## config.mk

```make
export PLATFORM = sky130hd
export DESIGN_NAME = clkdiv_bank
export DESIGN_NICKNAME = d
export VERILOG_FILES = /design/src/rtl/clkdiv_bank.sv
export SDC_FILE = /design/constraint.sdc
export NUM_CORES = 1
export LEC_CHECK = 0
export ABC_CLOCK_PERIOD_IN_PS = 2600
export CORE_AREA = 2 2 153 155
export DETAILED_ROUTE_END_ITERATION = 8
export DIE_AREA = 0 0 155 157
export PLACE_DENSITY = 0.77
export SLEW_MARGIN = 20
export SYNTH_ARGS = -nofsm -noshare
export SYNTH_HDL_FRONTEND = slang
export SYNTH_SLANG_ARGS = --single-unit
```

## constraint.sdc

```tcl
create_clock -name clk -period 2.6 [get_ports clk]
set_input_delay 0.65 -clock clk [delete_from_list [all_inputs] [get_ports clk]]
set_output_delay 0.65 -clock clk [all_outputs]
set_load 0.02 [all_outputs]
```

## src/rtl/clkdiv_bank.sv

```systemverilog
// clkdiv_bank: free-running cycle counter plus NCH programmable divider
// channels. Each channel produces a one-cycle tick every D+1 counting cycles
// and a square wave toggling on every tick. New divisors are staged in a
// shadow register and applied only at a terminal count or while the channel
// is disabled, so no period is ever cut short.
module clkdiv_bank #(
    parameter int          WIDTH   = 32,
    parameter int          NCH     = 4,
    parameter int          DW      = 16,
    parameter int unsigned DIV_RST = 0,
    parameter int          CW      = (NCH > 1) ? $clog2(NCH) : 1
) (
    input  logic             clk,
    input  logic             rst_n,
    input  logic             run,
    input  logic             clr,
    output logic [WIDTH-1:0] clkdiv,
    input  logic [NCH-1:0]   ch_en,
    input  logic             cfg_we,
    input  logic [CW-1:0]    cfg_ch,
    input  logic [DW-1:0]    cfg_div,
    output logic [NCH-1:0]   pend,
    output logic [NCH-1:0]   tick,
    output logic [NCH-1:0]   sq
);

    // Free-running cycle counter: clear beats run, wraps naturally at 2^WIDTH.
    // NOTE: sequential state uses non-blocking assignments so every register
    // samples pre-edge values, independent of block ordering.
    always_ff @(posedge clk or negedge rst_n) begin
        if (!rst_n) begin
            clkdiv <= '0;
        end else if (clr) begin
            clkdiv <= '0;
        end else if (run) begin
            clkdiv <= clkdiv + WIDTH'(1);
        end
    end

    for (genvar i = 0; i < NCH; i++) begin : g_ch
        logic [DW-1:0] cnt;
        logic [DW-1:0] div;
        logic [DW-1:0] shd;
        logic          pend_q;
        logic          tick_q;
        logic          sq_q;
        logic          wr_hit;
        logic          at_term;

        // Only addresses 0..NCH-1 can match a channel, so out-of-range
        // writes fall through without touching any state.
        assign wr_hit  = cfg_we && (cfg_ch == CW'(i));
        assign at_term = (cnt == div);

        // Per-channel divider: clear, disable, stall, then normal counting.
        always_ff @(posedge clk or negedge rst_n) begin
            if (!rst_n) begin
                cnt    <= '0;
                div    <= DW'(DIV_RST);
                shd    <= DW'(DIV_RST);
                pend_q <= 1'b0;
                tick_q <= 1'b0;
                sq_q   <= 1'b0;
            end else begin
                if (clr) begin
                    cnt    <= '0;
                    sq_q   <= 1'b0;
                    tick_q <= 1'b0;
                end else if (!ch_en[i]) begin
                    cnt    <= '0;
                    sq_q   <= 1'b0;
                    tick_q <= 1'b0;
                    if (pend_q) begin
                        div    <= shd;
                        pend_q <= 1'b0;
                    end
                end else if (!run) begin
                    tick_q <= 1'b0;
                end else if (at_term) begin
                    cnt    <= '0;
                    tick_q <= 1'b1;
                    sq_q   <= ~sq_q;
                    if (pend_q) begin
                        div    <= shd;
                        pend_q <= 1'b0;
                    end
                end else begin
                    cnt    <= cnt + DW'(1);
                    tick_q <= 1'b0;
                end
                // NOTE: this write sits after the apply on purpose: the apply
                // already sampled the old shd, and the later pend_q assignment
                // wins, so a colliding write stays pending.
                if (wr_hit) begin
                    shd    <= cfg_div;
                    pend_q <= 1'b1;
                end
            end
        end

        assign pend[i] = pend_q;
        assign tick[i] = tick_q;
        assign sq[i]   = sq_q;
    end

endmodule
```

==> impl_metrics.py, run 1 <==
metrics = {
    "clocking": {
        "h-tree-depth": 1,
        "holdBufCountCts": 0,
        "cts-root-buf": "clkbuf_16",
        "cts_setup_buffers": 0,
        "clkSlewWorstSetupHoldPaths_ns": 0.06,
        "cts.repair.resized": 0,
        "cts_buffer_depth": 3,
        "clkLatencyLatePin_ns": 0.52,
        "cts_buffers": 26,
        "cts.sinks": 236,
        "cts_tree": "yes",
    },
    "worst_setup_path": {
        "worst-path-buf-inv": 1,
        "max_stage_delay_ns": 0.66,
        "r2r-start": "g_ch[2].cnt[14]$_DFFE_PN0P_",
        "r2r_slack_ns": 0.33,
        "crit_type": "register to output pin",
        "slowest_stage": "clkdlybuf4s50_1",
        "end_kind": "output pin",
        "crit_cells": 1,
        "crit_chain": "clkdlybuf4s50_1",
        "worstReg2RegEnd": "g_ch[2].div[14]$_DFFE_PN0P_",
        "crit_fanout": 5,
        "cp.required_ns": 1.95,
        "path_delay_family": "buffers and inverters",
        "cp.arrival_ns": 1.68,
        "rr_worst_depth": 6,
        "start_kind": "register",
    },
    "grt": {
        "grt_overflow": 0,
        "use_met2": 0.385,
        "grt_use_total": 0.234,
        "grt_max_degree": 65,
        "grt_pass1_wl_mm": 46.6,
        "antenna_found_initial": 0,
        "grt_pass1_vias": 9056,
        "gr-usage-met1": 0.333,
        "busiest_layer": "met2",
        "grt_util_met3": 0.0245,
    },
    "synth": {
        "yosys_warnings": 0,
        "synthFlopType": "dfrtp_1",
        "syn-instance-count": 1197,
        "synth_top_area_cell": "dfrtp_1",
        "synth_edf_count": 0,
        "ys_types": 52,
        "synth_top_area_share": 0.483,
        "yosysSeqAreaShare": 0.483,
        "synthesis.area_um2": 12200,
        "ys_ff_latch": 236,
        "avgSynthCellArea_um2": 10.2,
        "synth.area.top_cells": "dfrtp_1, mux2_2, xor2_1",
        "synth_fp_nets": 1229,
        "async_flop_share": 1.00,
    },
    "floorplan": {
        "die_y_um": 157,
        "coreArea_um2": 22500,
        "io_pins": 71,
        "row_count": 55,
        "die_w_um": 155,
        "dieArea_um2": 24300,
        "initial_core_util": 0.543,
    },
    "routing": {
        "wl_per_cell_um": 18.2,
        "drc": 0,
        "ant_nets": 0,
        "via_count": 9240,
        "avgViaCountPerCell": 5.98,
        "wirelength_mm": 28.1,
        "drtIter0Drc": 616,
        "dr.pass1.iters": 7,
    },
    "sta": {
        "finalSetupViolCount": 0,
        "min_period_ns": 2.33,
        "fin_hold_ws_ns": 0.0553,
        "rsz0062_at_grt": "no",
        "hold_viol": 0,
        "post-route-period-util": 0.897,
        "maxSlewHeadroom": 0.474,
        "clock_skew_ns": 0.00864,
        "slew_viol_final": 0,
        "tightestPinTransition_ns": 0.785,
        "max_freq_mhz": 429,
    },
    "power_and_ir_drop": {
        "cellPowerDensity_nw_per_um2": 714,
        "ir_drop_mv": 0.609,
        "p_leak_nw": 5.85,
    },
    "final_layout": {
        "synthToLayoutAreaGrowth_pct": 15.4,
        "multi_input_area_um2": 5880,
        "antenna_cells": 0,
        "ff_latch_area_um2": 5910,
        "drive_gt1_frac": 0.151,
        "final_cell_area_um2": 14100,
        "fillers": 1766,
        "nets": 1273,
    },
    "place": {
        "place.gp.congestion": 0.802,
        "io_buffers": 70,
        "dp_hpwl_mm": 18.6,
        "placed_area_um2": 13200,
    },
    "worst_hold_path": {
        "hold_path_class": "input pin to async pin",
    },
    "run": {
        "maxCapViolCount": 0,
    },
    "outcome": {
        "status": "finished clean",
    },
}
## stage by stage
stage	TNS (ns)	worst slack [ns]	power, mW	instances	util
2_1_floorplan	0	0.606	5.66	1197	-
3_3_place_gp	-0.187	-0.0973	6.07	1498	0.585
3_5_place_dp	-0.874	-0.252	6.16	1498	0.585
4_1_cts	0	0.247	10.1	1545	0.627
5_1_grt	0	0.210	10.5	1545	0.627
6_report	0	0.268	10.1	1545	0.627
## cells in the mapped netlist, drive strengths merged, types with 3 or more instances
cell    count
clkbuf     57
a31o        3
o211ai     18
a21oi      32
nand2b      6
a311o      16
xnor2      50
buf        28
or3        11
nor4b       6
nor3b      20
nor2b      10
nand3b     20
nand3      90
nand4      27
nor2       97
o21ai      44
nor3       17
o311ai      3
a31oi      18
and3       25
inv        13
nand2     108
ha          5
mux2       97
nor4       29
dfrtp     236
xor2       78
and4       15
## power by group
group	internal, mW	switching (mW)
clock network	2.48	1.48
registers	4.17	0.456
logic	0.815	0.670
## per-layer routing
metal  share of wire  vias up
met4           0.022        0
met2            0.48      233
li1                -     4344
met5               0        -
met3           0.040       46
met1            0.45     4617
## area by class of cell
type | instances | share of cell area
Clock buffer | 34 | 0.0519
Clock inverter | 13 | 0.0142
Inverter | 13 | 0.00346
Multi-Input combinational cell | 863 | 0.417
Sequential cell | 236 | 0.419
Tap cell | 285 | 0.0253
Timing Repair Buffer | 101 | 0.0694
## how the worst max path moves through the flow
stage	from	to	slack, ns
floorplan	run	clkdiv[21]$_DFFE_PN0P_	0.61
global placement	ch_en[3]	g_ch[3].cnt[14]$_DFFE_PN0P_	-0.1
detailed placement	ch_en[3]	g_ch[3].cnt[14]$_DFFE_PN0P_	-0.25
CTS	g_ch[2].pend_q$_DFFE_PN0P_	pend[2]	0.25
global route	g_ch[2].pend_q$_DFFE_PN0P_	pend[2]	0.21
finish	g_ch[2].pend_q$_DFFE_PN0P_	pend[2]	0.27
## registers in the layout, summed over array words and instances, names as in the netlist
| register | count |
|---|---|
| g_ch.cnt | 64 |
| g_ch.pend_q | 4 |
| g_ch.tick_q | 4 |
| g_ch.div | 64 |
| clkdiv | 32 |
| g_ch.shd | 64 |
| g_ch.sq_q | 4 |
## placed cells by master, fill, tap and decap left out, types with 20 or more instances in the layout
master / synthesis / layout
nand3b_1: 20 / 20
nor2_1: 97 / 97
nor4_1: 27 / 27
xnor2_1: 50 / 50
clkbuf_16: 0 / 27
mux2_4: 20 / 20
a21oi_1: 32 / 32
and3_1: 25 / 25
dfrtp_1: 236 / 236
nand2_1: 108 / 108
nand4_1: 27 / 27
nand3_1: 90 / 90
buf_4: 12 / 27
xor2_1: 78 / 78
clkdlybuf4s50_1: 0 / 67
o21ai_0: 43 / 43
mux2_2: 77 / 77
## cell families (layout without fill, tap and decap cells)
group                    Yosys count  count (layout)  synth area share
XOR/XNOR                         128             128            0.0917
AND/OR/NAND/NOR                  487             487             0.208
adder cells (fa/ha/maj)            5               5           0.00512
AO/OA/AOI/OAI                    145             145            0.0799
multiplexers                      98              98            0.0963
flip-flops                       236             236             0.483
buffers and inverters             98             161            0.0360
(Power assumes the default switching activity.)
==> run 2, diff against run 1 <==
--- a/config.mk
+++ b/config.mk
@@ -10,6 +10,7 @@
 export DETAILED_ROUTE_END_ITERATION = 8
 export DIE_AREA = 0 0 155 157
 export PLACE_DENSITY = 0.77
+export RECOVER_POWER = 25
 export SLEW_MARGIN = 20
 export SYNTH_ARGS = -nofsm -noshare
 export SYNTH_HDL_FRONTEND = slang
==> constraint.sdc (replaced) <==
create_clock -name clk -period 2.6 [get_ports clk]
set_input_delay 0.65 -clock clk [delete_from_list [all_inputs] [get_ports clk]]
set_output_delay 0.65 -clock clk [all_outputs]
set_load 0.05 [all_outputs]
==> run 2 against run 1 <==
Compared with the run above: the run now ends with capacitance limit, slew limit left; core utilization down 0.10 points; count of clock-buffer cells in the layout stayed put; register-to-register slack improved by 0.03 ns; combinational power is essentially flat; sequential cell count unchanged; die area stayed put; critical path depth did not move; critical endpoint unchanged; largest power group unchanged.
==> impl_metrics.py, run 2 (synthesized netlist as in run 1, its figures left out) <==
metrics = {
    "worst_setup_path": {
        "path_delay_family": "buffers and inverters",
        "end_kind": "output pin",
        "slowest_stage": "clkdlybuf4s50_1",
        "start_kind": "register",
        "crit_start": "g_ch[2].pend_q$_DFFE_PN0P_",
        "worst-path-buf-inv": 1,
        "cp.arrival_ns": 1.89,
        "crit_chain": "clkdlybuf4s50_1",
        "max_stage_delay_ns": 0.87,
        "crit_type": "register to output pin",
        "r2r-start": "g_ch[2].cnt[14]$_DFFE_PN0P_",
        "crit_fanout": 5,
        "cp.required_ns": 1.95,
    },
    "floorplan": {
        "die_w_um": 155,
        "row_count": 55,
        "coreArea_um2": 22500,
        "initial_core_util": 0.543,
        "die_y_um": 157,
        "dieArea_um2": 24300,
        "io_pins": 71,
    },
    "place": {
        "placed_area_um2": 13200,
        "io_buffers": 70,
        "dpl_worst_slack_ns": -0.252,
        "place.gp.congestion": 0.802,
        "dp_hpwl_mm": 18.6,
        "dp_cells": 1498,
    },
    "routing": {
        "wl_per_cell_um": 18.1,
        "ant_nets": 0,
        "drc": 0,
        "via_count": 9214,
        "dr.pass1.iters": 5,
        "wirelength_mm": 28.0,
        "drtIter0Drc": 668,
        "avgViaCountPerCell": 5.96,
    },
    "power_and_ir_drop": {
        "ir_drop_mv": 0.608,
        "combinationalPowerShare": 0.150,
        "power.clock.fraction": 0.392,
        "switching_share": 0.261,
        "seqPwrFrac": 0.458,
        "p_int_mw": 7.46,
        "p_switching_mw": 2.64,
        "p_leak_nw": 5.84,
        "cellPowerDensity_nw_per_um2": 717,
    },
    "final_layout": {
        "fillers": 1769,
        "finalNonFillerCells": 1545,
        "antenna_cells": 0,
        "synthToLayoutAreaGrowth_pct": 15.2,
        "top_regs": "g_ch.cnt (64), g_ch.div (64), g_ch.shd (64)",
        "nets": 1273,
        "drive_gt1_frac": 0.151,
        "final_cell_area_um2": 14100,
        "mostFrequentLayoutCells": "dfrtp_1, nand2_1, nor2_1, nand3_1, xor2_1",
        "final_common_cell": "dfrtp_1",
        "utilization": 0.626,
    },
    "clocking": {
        "cts_setup_buffers": 0,
        "clkSlewWorstSetupHoldPaths_ns": 0.06,
        "cts-root-buf": "clkbuf_16",
        "cts_buffers": 26,
        "cts.repair.resized": 0,
        "holdBufCountCts": 0,
        "cts_tree": "yes",
        "h-tree-depth": 1,
        "cts_buffer_depth": 3,
        "cts.sinks": 236,
        "clkLatencyLatePin_ns": 0.53,
    },
    "sta": {
        "post-route-period-util": 0.978,
        "clock_skew_ns": 0.00757,
        "min_period_ns": 2.54,
        "finalSetupViolCount": 0,
        "hold_viol": 0,
        "fin_ws_ns": 0.0576,
        "slew_viol_final": 63,
        "tightestPinTransition_ns": 1.68,
        "fin_hold_ws_ns": 0.502,
        "max_freq_mhz": 393,
        "rsz0062_at_grt": "no",
        "maxSlewHeadroom": -0.119,
    },
    "grt": {
        "grt_pass1_wl_mm": 46.6,
        "grt_use_total": 0.234,
        "grt_pass1_vias": 9056,
        "grt_overflow": 0,
        "antenna_found_initial": 0,
        "grt_max_degree": 65,
    },
    "worst_hold_path": {
        "min-delay-start": "g_ch[0].shd[3]$_DFFE_PN0P_",
        "hold_path_class": "register to register",
    },
    "outcome": {
        "failed_checks": "capacitance limit, slew limit",
        "status": "finished, violations left",
    },
    "run": {
        "maxCapViolCount": 1,
    },
}
-- run 2: changes by cell type in the layout (fill, tap and decap cells not counted) --
cell | before | now
buf_8 | 1 | 0
buf_12 | 4 | 3
clkbuf_2 | 0 | 1
clkbuf_4 | 0 | 1
-- run 2: final timing paths --
kind	to	slack [ns]	depth (start not counted)
worst max-delay path	pend[2]	0.06	1
worst min-delay path	g_ch[0].div[3]$_DFFE_PN0P_	0.50	1
worst max register to register	g_ch[2].div[14]$_DFFE_PN0P_	0.36	6
worst min register to register	g_ch[0].div[3]$_DFFE_PN0P_	0.50	1
max in group asynchronous	g_ch[0].div[8]$_DFFE_PN0P_	0.47	2
min in group asynchronous	g_ch[3].cnt[4]$_DFFE_PN0P_	0.54	1
-- run 2: routing by layer --
metal / wire length [µm] / global-route usage
met5: 0 / 0
met4: 678 / 0.0675
met3: 1190 / 0.0245
met2: 13500 / 0.385
met1: 12600 / 0.333
-- run 2: cell type report --
cell class / instances / area (µm²) / share of cell area
inverters: 13 / 48.8 / 0.00347
repair buffers: 101 / 956 / 0.0679
clock buffers: 34 / 732 / 0.0520
flip-flops and latches: 236 / 5910 / 0.419
multi-input cells: 863 / 5880 / 0.418
clock inverters: 13 / 200 / 0.0142
well taps: 285 / 357 / 0.0253
-- run 2: per-stage QoR --
step,setup TNS (ns),power [mW]
5_1_grt,0,10.5
6_report,0,10.1
2_1_floorplan,0,5.69
3_5_place_dp,-0.874,6.19
4_1_cts,0,10.2
3_3_place_gp,-0.187,6.10
-- run 2: power groups by stage --
stage	registers [mW]	clock network (mW)	logic (mW)
6_report	4.63	3.96	1.51
4_1_cts	4.63	4.02	1.52
3_3_place_gp	4.66	0	1.44
5_1_grt	4.69	4.17	1.67
2_1_floorplan	4.53	0	1.16
3_5_place_dp	4.68	0	1.51
==> run 3, diff against run 2 <==
--- a/config.mk
+++ b/config.mk
@@ -6,7 +6,9 @@
 export NUM_CORES = 1
 export LEC_CHECK = 0
 export ABC_CLOCK_PERIOD_IN_PS = 2600
+export CAP_MARGIN = 20
 export CORE_AREA = 2 2 153 155
+export CTS_BUF_LIST = sky130_fd_sc_hd__clkbuf_4 sky130_fd_sc_hd__clkbuf_8 sky130_fd_sc_hd__clkbuf_16
 export DETAILED_ROUTE_END_ITERATION = 8
 export DIE_AREA = 0 0 155 157
 export PLACE_DENSITY = 0.77
==> run 3 against run 2 <==
Compared with the run above: the flow still finishes with violations (capacitance limit, slew limit); global-route usage rose by 0.23 points; clock skew up 0.0083 ns; sequential share of layout area up 0.14 points; clock power decreased by 4%; largest cell class unchanged.
==> impl_metrics.py, run 3 (synthesized netlist as in run 1, its figures left out) <==
metrics = {
    "outcome": {
        "status": "finished, violations left",
        "failed_checks": "capacitance limit, slew limit",
    },
    "power_and_ir_drop": {
        "p_int_mw": 7.31,
        "p_total_mw": 9.93,
        "p_leak_nw": 5.83,
        "seqPwrFrac": 0.466,
        "combinationalPowerShare": 0.152,
        "cellPowerDensity_nw_per_um2": 707,
        "switching_share": 0.264,
        "p_switching_mw": 2.62,
        "ir_drop_mv": 0.613,
        "power.clock.fraction": 0.382,
    },
    "floorplan": {
        "coreArea_um2": 22500,
        "row_count": 55,
        "die_w_um": 155,
        "die_y_um": 157,
        "dieArea_um2": 24300,
        "initial_core_util": 0.543,
        "io_pins": 71,
    },
    "final_layout": {
        "final_common_cell": "dfrtp_1",
        "finalNonFillerCells": 1546,
        "top_regs": "g_ch.cnt (64), g_ch.div (64), g_ch.shd (64)",
        "antenna_cells": 0,
        "utilization": 0.624,
        "nets": 1274,
        "final_cell_area_um2": 14000,
        "mostFrequentLayoutCells": "dfrtp_1, nand2_1, nor2_1, nand3_1, xor2_1",
        "synthToLayoutAreaGrowth_pct": 14.8,
        "drive_gt1_frac": 0.154,
    },
    "place": {
        "place.gp.congestion": 0.802,
        "dpl_worst_slack_ns": 0.172,
        "dp_cells": 1499,
        "dp_hpwl_mm": 18.7,
        "io_buffers": 70,
        "placed_area_um2": 13200,
    },
    "worst_setup_path": {
        "crit_type": "register to output pin",
        "start_kind": "register",
        "crit_cells": 1,
        "rr_worst_depth": 6,
        "worst-path-buf-inv": 1,
        "cp.arrival_ns": 1.90,
        "worstReg2RegEnd": "g_ch[2].div[13]$_DFFE_PN0P_",
        "end_kind": "output pin",
        "r2r-start": "g_ch[2].cnt[11]$_DFFE_PN0P_",
        "cp.required_ns": 1.95,
        "r2r_slack_ns": 0.38,
        "slowest_stage": "clkdlybuf4s50_1",
        "crit_chain": "clkdlybuf4s50_1",
        "path_delay_family": "buffers and inverters",
        "max_stage_delay_ns": 0.87,
        "crit_fanout": 5,
    },
    "clocking": {
        "h-tree-depth": 1,
        "cts.sinks": 236,
        "cts-root-buf": "clkbuf_16",
        "clkSlewWorstSetupHoldPaths_ns": 0.06,
        "cts.repair.resized": 0,
        "cts_buffers": 26,
        "cts_buffer_depth": 3,
        "cts_setup_buffers": 0,
        "holdBufCountCts": 0,
        "cts_tree": "yes",
        "clkLatencyLatePin_ns": 0.53,
    },
    "sta": {
        "slew_viol_final": 64,
        "fin_ws_ns": 0.0451,
        "min_period_ns": 2.55,
        "rsz0062_at_grt": "no",
        "post-route-period-util": 0.983,
        "maxSlewHeadroom": -0.0872,
        "finalSetupViolCount": 0,
        "hold_viol": 0,
        "clock_skew_ns": 0.0159,
        "fin_hold_ws_ns": 0.501,
        "tns_ns": 0,
        "max_freq_mhz": 391,
        "tightestPinTransition_ns": 1.63,
    },
    "grt": {
        "grt_pass1_vias": 9245,
        "grt_use_total": 0.236,
        "antenna_found_initial": 0,
        "grt_max_degree": 65,
        "grt_pass1_wl_mm": 47.1,
        "grt_overflow": 0,
    },
    "routing": {
        "drtIter0Drc": 669,
        "dr.pass1.iters": 5,
        "wl_per_cell_um": 18.4,
        "avgViaCountPerCell": 6.01,
        "ant_nets": 0,
        "drc": 0,
        "via_count": 9292,
        "wirelength_mm": 28.4,
    },
    "worst_hold_path": {
        "whs_endpoint": "g_ch[2].div[15]$_DFFE_PN0P_",
        "hold_path_depth": 1,
        "hold_path_class": "register to register",
        "min-delay-start": "g_ch[2].shd[15]$_DFFE_PN0P_",
    },
    "run": {
        "maxCapViolCount": 1,
    },
}
## run 3: cell types whose count changed in the layout (fill, tap and decap cells not counted)
| cell | delta |
|---|---|
| clkbuf_4 | +6 |
| clkbuf_1 | -4 |
| clkinv_2 | +3 |
| bufinv_16 | -2 |
| clkinv_4 | -2 |
| buf_12 | -1 |
| buf_4 | +1 |
| nor2b_1 | +1 |
| nor2b_2 | -1 |
## run 3: power by group through the flow
stage / combinational [mW] / sequential [mW] / clock (mW)
after global routing: 1.67 / 4.69 / 4.01
final: 1.51 / 4.63 / 3.79
after detailed placement: 1.51 / 4.69 / 0
after CTS: 1.53 / 4.63 / 3.86
after global placement: 1.44 / 4.66 / 0
after floorplan: 1.16 / 4.53 / 0
## run 3: cell type report
type                            instances  area (µm²)
Sequential cell                       236        5910
Tap cell                              285         357
Clock buffer                           35         754
Clock inverter                         12         138
Multi-Input combinational cell        863        5880
Timing Repair Buffer                  102         951
Fill cell                            1773        8470
Inverter                               13        48.8
## run 3: worst reg2reg max path: stages, from the launching register on
cell and delay (ns):
dfrtp_1 0.43, xor2_1 0.18, nor4_1 0.43, and4_2 0.37, a32oi_4 0.12, buf_4 0.24
mux2_4 0.33
## run 3: per-layer routing
metal,GRT usage,up-vias,part of all wire
met5,0,-,0
met4,0.0604,0,0.022
met3,0.0267,54,0.044
met2,0.399,235,0.49
met1,0.329,4667,0.45
li1,-,4336,-
## run 3: worst max path at each step
stage                             endpoint                       start  slack, ns
2_1_floorplan       clkdiv[21]$_DFFE_PN0P_                         run       0.59
3_3_place_gp   g_ch[3].cnt[14]$_DFFE_PN0P_                    ch_en[3]       -0.1
3_5_place_dp    g_ch[3].div[2]$_DFFE_PN0P_                         clr       0.17
4_1_cts                            pend[2]  g_ch[2].pend_q$_DFFE_PN0P_       0.03
5_1_grt                            pend[2]  g_ch[2].pend_q$_DFFE_PN0P_     0.0005
6_report                           pend[2]  g_ch[2].pend_q$_DFFE_PN0P_       0.05
